[src/rtl/booth4_pkg.sv]
// booth4_pkg: shared types and the Booth recode function
// for the sequential radix-4 Booth multiplier controller.
package booth4_pkg;

    typedef enum logic [3:0] {
        IDLE,
        LOAD_A,
        LOAD_Q,
        RECODE,
        ADD,
        SHIFT,
        OUT_HI,
        OUT_LO,
        DONE
    } state_t;

    typedef enum logic [2:0] {
        NOP,
        ADD1,
        ADD2,
        SUB1,
        SUB2
    } op_t;

    // map the {q1,q0,q} window onto a radix-4 digit operation
    function automatic op_t booth4_recode(input logic [2:0] w);
        op_t r;
        case (w)
            3'b001, 3'b010: r = ADD1;
            3'b011:         r = ADD2;
            3'b100:         r = SUB2;
            3'b101, 3'b110: r = SUB1;
            default:        r = NOP;
        endcase
        return r;
    endfunction

endpackage

[src/rtl/booth4_iter_cnt.sv]
// booth4_iter_cnt: iteration counter with clear, increment
// and a last-iteration flag.
module booth4_iter_cnt
    import booth4_pkg::*;
#(
    parameter int CNT_W = 3
) (
    input  logic             clk,
    input  logic             rst_b,
    input  logic             clr,
    input  logic             inc,
    input  logic [CNT_W-1:0] iter_max,
    output logic [CNT_W-1:0] cnt,
    output logic             last
);

    logic [CNT_W-1:0] r_cnt;

    // clear at operation load, step once per shift
    always_ff @(posedge clk or negedge rst_b) begin
        if (!rst_b) begin
            r_cnt <= '0;
        end else if (clr) begin
            r_cnt <= '0;
        end else if (inc) begin
            r_cnt <= r_cnt + CNT_W'(1);
        end
    end

    assign cnt  = r_cnt;
    assign last = (r_cnt == (iter_max - CNT_W'(1)));

endmodule

[src/rtl/booth4_seq_ctrl.sv]
// booth4_seq_ctrl: FSM sequencing a radix-4 Booth multiplier datapath.
// Optional macro BOOTH_SKIP_NOP_EN: NOP digits bypass the ADD state.
module booth4_seq_ctrl
    import booth4_pkg::*;
#(
    parameter  int N     = 8,
    localparam int CNT_W = $clog2(N/2+2)
) (
    input  logic             clk,
    input  logic             rst_b,
    input  logic             bgn,
    input  logic             uns,
    input  logic             q1,
    input  logic             q0,
    input  logic             q,
    output logic             c0,
    output logic             c1,
    output logic             c2,
    output logic             c3,
    output logic             c4,
    output logic             c5,
    output logic             c6,
    output logic             c7,
    output logic             busy,
    output logic             done,
    output logic [CNT_W-1:0] cnt
);

    state_t           r_state;
    state_t           w_next;
    op_t              r_op;
    op_t              w_op;
    logic             r_mode;
    logic             w_last;
    logic             w_clr;
    logic             w_inc;
    logic [CNT_W-1:0] w_iter_max;

    assign w_op       = booth4_recode({q1, q0, q});
    assign w_iter_max = r_mode ? CNT_W'(N/2 + 1) : CNT_W'(N/2);
    assign w_clr      = (r_state == LOAD_A);
    assign w_inc      = (r_state == SHIFT);

    booth4_iter_cnt #(
        .CNT_W(CNT_W)
    ) u_cnt (
        .clk     (clk),
        .rst_b   (rst_b),
        .clr     (w_clr),
        .inc     (w_inc),
        .iter_max(w_iter_max),
        .cnt     (cnt),
        .last    (w_last)
    );

    // state, digit op and signedness mode registers
    always_ff @(posedge clk or negedge rst_b) begin
        if (!rst_b) begin
            r_state <= IDLE;
            r_op    <= NOP;
            r_mode  <= 1'b0;
        end else begin
            r_state <= w_next;
            if (r_state == IDLE && bgn) begin
                r_mode <= uns;
            end
            if (r_state == RECODE) begin
                r_op <= w_op;
            end
        end
    end

    // next-state selection
    always_comb begin
        w_next = r_state;
        case (r_state)
            IDLE:   w_next = bgn ? LOAD_A : IDLE;
            LOAD_A: w_next = LOAD_Q;
            LOAD_Q: w_next = RECODE;
`ifdef BOOTH_SKIP_NOP_EN
            RECODE: w_next = (w_op == NOP) ? SHIFT : ADD;
`else
            RECODE: w_next = ADD;
`endif
            ADD:    w_next = SHIFT;
            SHIFT:  w_next = w_last ? OUT_HI : RECODE;
            OUT_HI: w_next = OUT_LO;
            OUT_LO: w_next = DONE;
            DONE:   w_next = IDLE;
            default: w_next = IDLE;
        endcase
    end

    // datapath enables decoded from registered state and op
    always_comb begin
        c0   = 1'b0;
        c1   = 1'b0;
        c2   = 1'b0;
        c3   = 1'b0;
        c4   = 1'b0;
        c5   = 1'b0;
        c6   = 1'b0;
        c7   = 1'b0;
        done = 1'b0;
        busy = (r_state != IDLE) && (r_state != DONE);
        case (r_state)
            LOAD_A: c0 = 1'b1;
            LOAD_Q: c1 = 1'b1;
            ADD: begin
                c2 = (r_op != NOP);
                c3 = (r_op == ADD2) || (r_op == SUB2);
                c4 = (r_op == SUB1) || (r_op == SUB2);
            end
            SHIFT:  c5   = 1'b1;
            OUT_HI: c6   = 1'b1;
            OUT_LO: c7   = 1'b1;
            DONE:   done = 1'b1;
            default: ;
        endcase
    end

endmodule

[config.mk]
export PLATFORM = sky130hd
export DESIGN_NAME = booth4_seq_ctrl
export DESIGN_NICKNAME = d
export VERILOG_FILES = /design/src/rtl/booth4_pkg.sv /design/src/rtl/booth4_iter_cnt.sv /design/src/rtl/booth4_seq_ctrl.sv
export SDC_FILE = /design/constraint.sdc
export NUM_CORES = 1
export LEC_CHECK = 0
export CORE_MARGIN = 2
export CORE_UTILIZATION = 49
export DETAILED_ROUTE_END_ITERATION = 10
export PLACE_DENSITY = 0.91
export REMOVE_ABC_BUFFERS = 1
export SLEW_MARGIN = 0
export SYNTH_ARGS = -nofsm -noshare
export SYNTH_HDL_FRONTEND = slang
export SYNTH_SLANG_ARGS = --single-unit
[constraint.sdc]
create_clock -name clk -period 2 [get_ports clk]
set_input_delay 0.3 -clock clk [delete_from_list [all_inputs] [get_ports clk]]
set_output_delay 0.3 -clock clk [all_outputs]
set_load 0.05 [all_outputs]
==> results.json <==
{
  "postLayoutCellArea_um2": 978,
  "synth_top_area_cell": "dfrtp_1",
  "critPathBufInv": 1,
  "cts_buffer_depth": 2,
  "reg2reg_depth": 3,
  "drive_above_1_share": 0.280,
  "dp_slack_ns": 0.336,
  "ys_top_cells_by_count": "dfrtp_1 (11), nor2_1 (9), nand2_1 (8)",
  "ys.flop_type": "dfrtp_1",
  "antenna_found_initial": 0,
  "die_w_um": 41.5,
  "clock_latency_ns": 0.27,
  "async_flop_share": 1.00,
  "cts_buffers": 3,
  "worstSetupPathDepth": 4,
  "route.detailed.drc": 0,
  "drtAntennaViolNets": 0,
  "route.vias.total": 612,
  "drv_slew": 0,
  "r2r_slack_ns": 0.60,
  "synth.most_common_cell": "dfrtp_1",
  "yosysTopAreaCellShare": 0.399,
  "gr-usage-all-layers": 0.207,
  "cts-htree-levels": 1,
  "io-pin-count": 20,
  "fp.coreArea_um2": 1300,
  "path_clk_slew_ns": 0.07,
  "dr.pass1.iters": 4,
  "grt_remaining_overflow": 0,
  "rows": 13,
  "place_congestion": 0.789,
  "avgSynthCellArea_um2": 9.59,
  "max_clock_freq_mhz": 512,
  "clock_sinks": 11,
  "synth_edf_count": 0,
  "yosys_warnings": 0,
  "period_share": 0.977,
  "cts_setup_buffers": 0,
  "setup_viol": 0,
  "arrival_ns": 1.65,
  "fin_ws_ns": 0.0456,
  "syn_area_um2": 691,
  "vdd_drop_max_v": 0.00107,
  "p_leak_nw": 0.415,
  "io_buffer_count": 19,
  "syn_to_final_growth_pct": 41.7,
  "fin_skew_ns": 0.00343,
  "setup.worst_path.class": "register to primary output",
  "hpwl_mm": 1.21,
  "fillers": 91,
  "worstSetupStartpointType": "register",
  "synth_area_leaders": "dfrtp_1 (40%), nor2_1 (4.9%), mux2_4 (4.3%)",
  "min_path_type": "primary input to asynchronous set/reset pin",
  "cpPeakStageDelay_ns": 0.44,
  "synth-seq-cells": 11,
  "grt_pass1_wl_mm": 2.75,
  "initial_core_util": 0.531,
  "post_drt_via_cell_ratio": 5.67,
  "nNetsFinal": 102,
  "path_max_fanout": 6,
  "routedWlPerCell_um": 14.7,
  "placedInstanceArea_um2": 948,
  "crit_family": "simple AND/OR/NAND/NOR gates",
  "required_ns": 1.70,
  "postSynthCellCount": 72,
  "rsz0062_at_grt": "true",
  "grt_pass1_vias": 615,
  "crit_chain": "nand2b_4 > or3_4 > a21oi_1 > buf_12",
  "ys_seq_area_frac": 0.399,
  "die-area_um2": 1730,
  "cts_tree": "built",
  "drt_iter0_drc": 10,
  "hold_violations": 0,
  "routed_wl_mm": 1.59,
  "synth.distinct_cells": 33,
  "dieHeight_um": 41.5,
  "tightest_slew_ns": 0.513,
  "max_slew_margin": 0.657,
  "grt_max_degree": 12,
  "endpoint_kind": "primary output",
  "status": "completed",
  "diodes": 0,
  "min_period_ns": 1.95,
  "root_buffer": "clkbuf_4",
  "power_density_nw_per_um2": 1630,
  "cp_slowest_cell": "dfrtp_1",
  "drv_cap": 0
}
flip-flops by register name (all words and copies together), names as in the netlist:
signal / cells
r_op: 3
r_state: 4
u_cnt.cnt: 3
r_mode: 1
timing repair:
item                       in CTS  in global routing
resized for setup               0                  2
setup endpoints to repair       0                  5
hold buffers                    0                  0
layout make-up:
| cell class | count | area (µm²) | share of cell area |
|---|---|---|---|
| multi-input cells | 54 | 378 | 0.386 |
| flip-flops and latches | 11 | 277 | 0.283 |
| repair buffers | 21 | 268 | 0.274 |
| clock buffers | 4 | 26.3 | 0.0269 |
| well taps | 15 | 18.8 | 0.0192 |
| inverters | 3 | 11.3 | 0.0115 |
routing by layer:
metal  vias to the layer above  wire length (µm)  GRT usage
li1                        293                 -          -
met1                       301               672      0.241
met2                        16               830      0.350
met4                         0                 8     0.0581
met3                         2                78     0.0826
met5                         -                 0          0
path summary, 6_finish.rpt:
kind | startpoint | end
min in group clk | r_state[3] | r_state[1]
setup / recovery | r_state[3] | c2
hold / removal | rst_b | u_cnt.cnt[1]
hold reg to reg | r_state[3] | r_state[1]
setup reg to reg | r_state[3] | u_cnt.cnt[0]
max in group asynchronous | rst_b | r_state[2]
per-stage QoR:
stage                     utilization  cells  TNS [ns]  hold slack [ns]  power (W)
after global placement          0.729    104         0            0.505    0.00140
after global routing            0.752    108   -0.0292            0.393    0.00169
after floorplan                     -     68    -0.217          0.00441    0.00107
after CTS                       0.749    108         0            0.379    0.00160
after detailed placement        0.729    104         0            0.534    0.00143
final                           0.752    108         0            0.365    0.00160
where the power goes:
| group | total (W) | internal [W] | leakage, nW | switching [W] |
|---|---|---|---|---|
| clock | 0.000156 | 0.0000773 | 0.0150 | 0.0000786 |
| combinational | 0.000970 | 0.000444 | 0.263 | 0.000526 |
| sequential | 0.000470 | 0.000315 | 0.137 | 0.000155 |
| total | 0.00160 | 0.000836 | 0.415 | 0.000760 |
cell families after synthesis:
| kind of cell | Yosys count | synth area share |
|---|---|---|
| XOR/XNOR | 2 | 0.0254 |
| multiplexers | 2 | 0.0435 |
| AND/OR/NAND/NOR | 40 | 0.373 |
| buffers and inverters | 7 | 0.0580 |
| flip-flops | 11 | 0.399 |
| adder cells (fa/ha/maj) | 1 | 0.0181 |
| AO/OA/AOI/OAI | 9 | 0.0833 |
cells in the final DEF (no fill, tap or decap), types with 2 or more instances in the layout:
master            n
buf_4             5
mux2_4            2
clkdlybuf4s50_1   9
nand2_1           8
xnor2_1           2
inv_1             3
nand4bb_1         2
buf_12            7
dfrtp_1          10
nand3b_1          2
nor2_1            8
clkbuf_4          3
a21oi_1           4
nand3_1           5
(Power assumes the default switching activity.)
